**config.mk**
```make
export PLATFORM = sky130hd
export DESIGN_NAME = fft_sample_loader
export DESIGN_NICKNAME = d
export VERILOG_FILES = /design/src/rtl/fft_sample_loader.sv
export SDC_FILE = /design/constraint.sdc
export NUM_CORES = 1
export LEC_CHECK = 0
export CORE_MARGIN = 2
export CORE_UTILIZATION = 25
export CTS_CLUSTER_DIAMETER = 200
export DETAILED_ROUTE_END_ITERATION = 7
export PLACE_DENSITY = 0.43
export SLEW_MARGIN = 25
export SYNTH_ARGS = -nofsm -noshare
export SYNTH_HDL_FRONTEND = slang
export SYNTH_SLANG_ARGS = --single-unit
```
**constraint.sdc**
```tcl
create_clock -name clk -period 3.4 [get_ports clk]
set_clock_uncertainty 0.1 [all_clocks]
set_input_delay 0.51 -clock clk [delete_from_list [all_inputs] [get_ports clk]]
set_output_delay 0.51 -clock clk [all_outputs]
set_load 0.1 [all_outputs]
```
**src/rtl/fft_sample_loader.sv**
```systemverilog
// Frame buffer between the UART frame controller and the radix-2 FFT core.
// Stores samples at bit-reversed addresses, starts the core and serves its reads.
module fft_sample_loader #(
    parameter int DATA_W  = 16,
    parameter int MAX_PTS = 32,
    parameter int ADDR_W  = 5
) (
    input  logic              clk,
    input  logic              rst,
    input  logic [1:0]        fft_select_i,
    input  logic              rx_start_i,
    input  logic              sample_valid_i,
    input  logic [DATA_W-1:0] sample_r_i,
    input  logic [DATA_W-1:0] sample_i_i,
    input  logic              rx_done_i,
    input  logic [ADDR_W-1:0] fft_rd_addr_i,
    output logic [DATA_W-1:0] fft_rd_data_r_o,
    output logic [DATA_W-1:0] fft_rd_data_i_o,
    input  logic              fft_done_i,
    output logic              fft_start_o,
    output logic [5:0]        fft_points_o,
    output logic [5:0]        sample_cnt_o,
    output logic              busy_o,
    output logic              err_o
);

    typedef enum logic [1:0] {IDLE = 2'd0, FILL = 2'd1, READY = 2'd2, RUN = 2'd3} state_t;

    state_t            state;
    logic [1:0]        size_sel;
    logic [DATA_W-1:0] mem_r [0:MAX_PTS-1];
    logic [DATA_W-1:0] mem_i [0:MAX_PTS-1];
    logic              wr_en;
    logic [ADDR_W-1:0] wr_addr;
    logic              count_full;

    // Only the low log2(N) bits of the index are mirrored; upper bits stay zero.
    function automatic logic [ADDR_W-1:0] bit_rev(input logic [ADDR_W-1:0] idx,
                                                  input logic [1:0] sel);
        case (sel)
            2'd0:    bit_rev = {2'b00, idx[0], idx[1], idx[2]};
            2'd1:    bit_rev = {1'b0, idx[0], idx[1], idx[2], idx[3]};
            2'd2:    bit_rev = {idx[0], idx[1], idx[2], idx[3], idx[4]};
            default: bit_rev = 5'd0;
        endcase
    endfunction

    function automatic logic [5:0] points_of(input logic [1:0] sel);
        case (sel)
            2'd0:    points_of = 6'd8;
            2'd1:    points_of = 6'd16;
            2'd2:    points_of = 6'd32;
            default: points_of = 6'd0;
        endcase
    endfunction

    assign count_full = (sample_cnt_o == fft_points_o);
    assign busy_o     = (state == READY) || (state == RUN);

    // Buffer write strobe and bit-reversed target address
    always_comb begin
        wr_en   = 1'b0;
        wr_addr = bit_rev(sample_cnt_o[ADDR_W-1:0], size_sel);
        if (state == FILL && sample_valid_i && !rx_start_i && !count_full) begin
            wr_en = 1'b1;
        end else begin
            wr_en = 1'b0;
        end
    end

    // Frame state machine with registered status outputs
    always_ff @(posedge clk) begin
        if (rst) begin
            state        <= IDLE;
            size_sel     <= 2'd0;
            fft_points_o <= 6'd0;
            sample_cnt_o <= 6'd0;
            err_o        <= 1'b0;
            fft_start_o  <= 1'b0;
        end else begin
            fft_start_o <= 1'b0;
            case (state)
                IDLE, FILL: begin
                    if (rx_start_i) begin
                        if (fft_select_i == 2'd3) begin
                            err_o        <= 1'b1;
                            fft_points_o <= 6'd0;
                            state        <= IDLE;
                        end else begin
                            size_sel     <= fft_select_i;
                            fft_points_o <= points_of(fft_select_i);
                            sample_cnt_o <= 6'd0;
                            err_o        <= 1'b0;
                            state        <= FILL;
                        end
                    end else if (state == FILL) begin
                        if (sample_valid_i) begin
                            if (count_full) begin
                                err_o <= 1'b1;
                            end else begin
                                sample_cnt_o <= sample_cnt_o + 6'd1;
                            end
                        end
                        // A sample arriving with the stop byte counts towards completion
                        if (rx_done_i) begin
                            if (count_full || (sample_valid_i && (sample_cnt_o + 6'd1 == fft_points_o))) begin
                                state <= READY;
                            end else begin
                                err_o        <= 1'b1;
                                fft_points_o <= 6'd0;
                                state        <= IDLE;
                            end
                        end
                    end
                end
                READY: begin
                    fft_start_o <= 1'b1;
                    state       <= RUN;
                    if (sample_valid_i || rx_start_i) begin
                        err_o <= 1'b1;
                    end
                end
                RUN: begin
                    if (sample_valid_i || rx_start_i) begin
                        err_o <= 1'b1;
                    end
                    if (fft_done_i) begin
                        fft_points_o <= 6'd0;
                        state        <= IDLE;
                    end
                end
                default: state <= IDLE;
            endcase
        end
    end

    // Sample buffer; contents are intentionally not reset
    always_ff @(posedge clk) begin
        if (wr_en) begin
            mem_r[wr_addr] <= sample_r_i;
            mem_i[wr_addr] <= sample_i_i;
        end
    end

    // Registered read port, old data on a same-cycle write
    always_ff @(posedge clk) begin
        if (rst) begin
            fft_rd_data_r_o <= {DATA_W{1'b0}};
            fft_rd_data_i_o <= {DATA_W{1'b0}};
        end else begin
            fft_rd_data_r_o <= mem_r[fft_rd_addr_i];
            fft_rd_data_i_o <= mem_i[fft_rd_addr_i];
        end
    end

endmodule

```
==> results.cfg <==
[run_status]
status = finished clean

[clock_tree]
cts_tree = done
clock_latency_ps = 730
hold_buffers = 0
post_cts_resized = 0
clk_pin_slew_ps = 60
clock_sinks = 1071
htree_levels = 3
post_cts_buffers = 0
clockBufferDepth = 3
cts_buffers = 114
cts-root-buf = clkbuf_16

[final_layout]
fin_nets = 2143
drive_gt1_share_pct = 34.2
synthToLayoutAreaGrowth_pct = 22.8
stdcell_area_um2 = 49700
fin_util_pct = 30.9
fillers = 15300
fin_cells = 4353

[critical_path]
cp_slowest_stage_delay_ps = 1150
worst_ep_required_time_ps = 2790
rrSetupSlack_ps = 740
crit_type = reg -> out
critical_path.slowest_cell = clkdlybuf4s50_1
start_kind = flip-flop
path_cells = clkdlybuf4s50_1
timing.critical_path.fanout_max = 3
arrival_ps = 2240
cp_top_family = buffers and inverters
endpoint_kind = output port
cp_num_buf_inv = 1

[route]
met1_length_mm = 47.2
vias = 19600
post_drt_wl_per_cell_um = 25.6
drt_iter0_markers = 1637
dr.pass1.iters = 5
routed.top_layer = met5
wl_met3_mm = 4.50
final_antenna_net_count = 0
drt-total-wl_mm = 112
detail_route.vias_per_cell = 4.50
route.met2.wl_mm = 58.1
drc = 0

[floorplanning]
start_util_pct = 25.2
boundaryPins = 92
rows = 147
core_um2 = 161000
die_x_um = 406
dieArea_um2 = 165000
die_height_um = 406

[timing]
drv_slew = 0
max_freq_ghz = 0.351
rsz0062_at_grt = false
tightest_slew_ps = 976
hold_viol_final = 0
setup_viol = 0
slew_headroom_pct = 34.7
fin_crit_sh_pct = 83.7
period_needed_ps = 2850

[power]
power_density_nw_per_um2 = 581
power.total_mw = 28.9
peakVddDrop_uv = 368
p_leak_nw = 15.4

[grt]
antenna_found_initial = 2
grt_max_degree = 42
track_usage_pct = 13.5
grt_overflow = 0
grt_pass1_vias = 20400
grt_pass1_wl_mm = 159

[synthesis]
synth_edf_count = 1024
synth-seq-cells = 1071
ys_seq_area_share_pct = 78.3
netlist.top_cell.by_area = edfxtp_1
synth_area_leaders = edfxtp_1 76%, mux4_2 14%, dfxtp_1 2.3%, a22oi_1 1.0%, mux2_2 0.92%
yosys_warnings = 0
netlist_area_um2 = 40500
synth_cell_types = 51
async_flop_share_pct = 0
synth_flop_cell = edfxtp_1
netlist.area_leader.share_pct = 76.0
syn_avg_cell_area_um2 = 22.4
synthCells = 1806

[placed_design]
placed_cells = 4138
hpwl_mm = 72.6
placed_area_um2 = 45900
gp_congestion = 0.767
place.port_buffers = 88

[run]
maxCapViolCount = 0

[min_path]
hold_class = in -> reg
==> placed cells by master, fill, tap and decap left out, types with 13 or more instances in the layout <==
cell type and instances:
a21oi_1 29, a221oi_1 23, a22oi_1 56, a32oi_1 25, buf_12 65, buf_2 13
buf_4 166, clkbuf_1 21, clkbuf_16 117, clkdlybuf4s50_1 30, clkinv_1 24, clkinv_2 17
dfxtp_1 47, edfxtp_1 1024, mux2_2 33, mux4_2 256, nand2_1 48, nor2_1 20
nor2_4 37
==> cells by family (layout without fill, tap and decap cells) <==
| logic type | after synthesis | in the layout | share of synthesized area, % |
|---|---|---|---|
| adders and majority gates | 3 | 3 | 0.0928 |
| and+or+nand+nor | 145 | 145 | 1.58 |
| xor gates and xnor gates | 5 | 5 | 0.108 |
| muxes | 291 | 291 | 15.2 |
| buffers and inverters | 114 | 498 | 1.37 |
| other | 1 | 4 | 0.00927 |
| AOI/OAI and AO/OA | 176 | 176 | 3.29 |
| DFF | 1071 | 1071 | 78.3 |
==> Yosys cell counts, types with 2 or more instances <==
cell type and instances:
edfxtp_1 1024, mux4_2 256, nor2_1 57, a22oi_1 56, clkbuf_1 49, nand2_1 48, dfxtp_1 47, buf_2 34
mux2_2 33, a21oi_1 29, a32oi_1 25, a221oi_1 23, buf_4 20, a221o_1 9, a31oi_1 9, inv_1 8
nor3_1 8, o21ai_0 8, nand2b_1 6, nand3_1 6, nor2b_1 6, and3_1 4, xor2_1 4, ha_1 3
a211oi_1 2, and2_1 2, buf_1 2, mux2i_1 2, o211ai_1 2, o22ai_1 2, or3_1 2
==> worst register-to-register path, cell delays in order, from the launching register on <==
cell and delay, ps:
dfxtp_1 480, xor2_1 190, o41ai_1 860, nor2_1 80, nand2_1 140, buf_12 180, nor2_4 80, buf_4 240
==> metrics by stage <==
step           hold slack (ps)  setup slack [ps]  TNS, ps
3_5_place_dp               443               232        0
5_1_grt                    257               480        0
2_1_floorplan              411              -317  -238720
3_3_place_gp               431               258        0
4_1_cts                    229               506        0
6_report                   254               555        0
==> state kept, by name (all words and copies together), names as in the netlist <==
name	cells
fft_rd_data_r_o	16
state	2
mem_i	512
fft_rd_data_i_o	16
fft_start_o	1
sample_cnt_o	6
size_sel	2
err_o	1
fft_points_o	3
mem_r	512
==> layout make-up <==
type	instances	area (um^2)	area share, %
sequential	1071	31700	63.8
multi-input combinational	623	8510	17.1
clock buffer	143	3080	6.19
timing repair buffer	277	2970	5.98
tap	2160	2700	5.44
clock inverter	70	712	1.43
inverter	8	30.0	0.0604
antenna	1	2.50	0.00504
==> worst paths after layout <==
| path | depth (start not counted) | start | end |
|---|---|---|---|
| worst max-delay path | 1 | err_o | err_o |
| worst max register to register | 7 | sample_cnt_o[4] | mem_r[23][0] |
| worst min-delay path | 1 | sample_i_i[11] | mem_i[28][11] |
| worst min register to register | 1 | fft_points_o[4] | fft_points_o[4] |
==> layer usage <==
layer | GRT usage [%] | vias up
met5 | 0 | -
met4 | 2.84 | 2
met3 | 2.13 | 133
met2 | 23.7 | 445
met1 | 17.6 | 10700
li1 | - | 8280
==> report_power, final <==
group	internal (mW)	switching (mW)
sequential	14.5	0.0805
clock	7.31	5.23
combinational	0.600	1.17
Note: power is estimated with default switching activity, not from simulation.
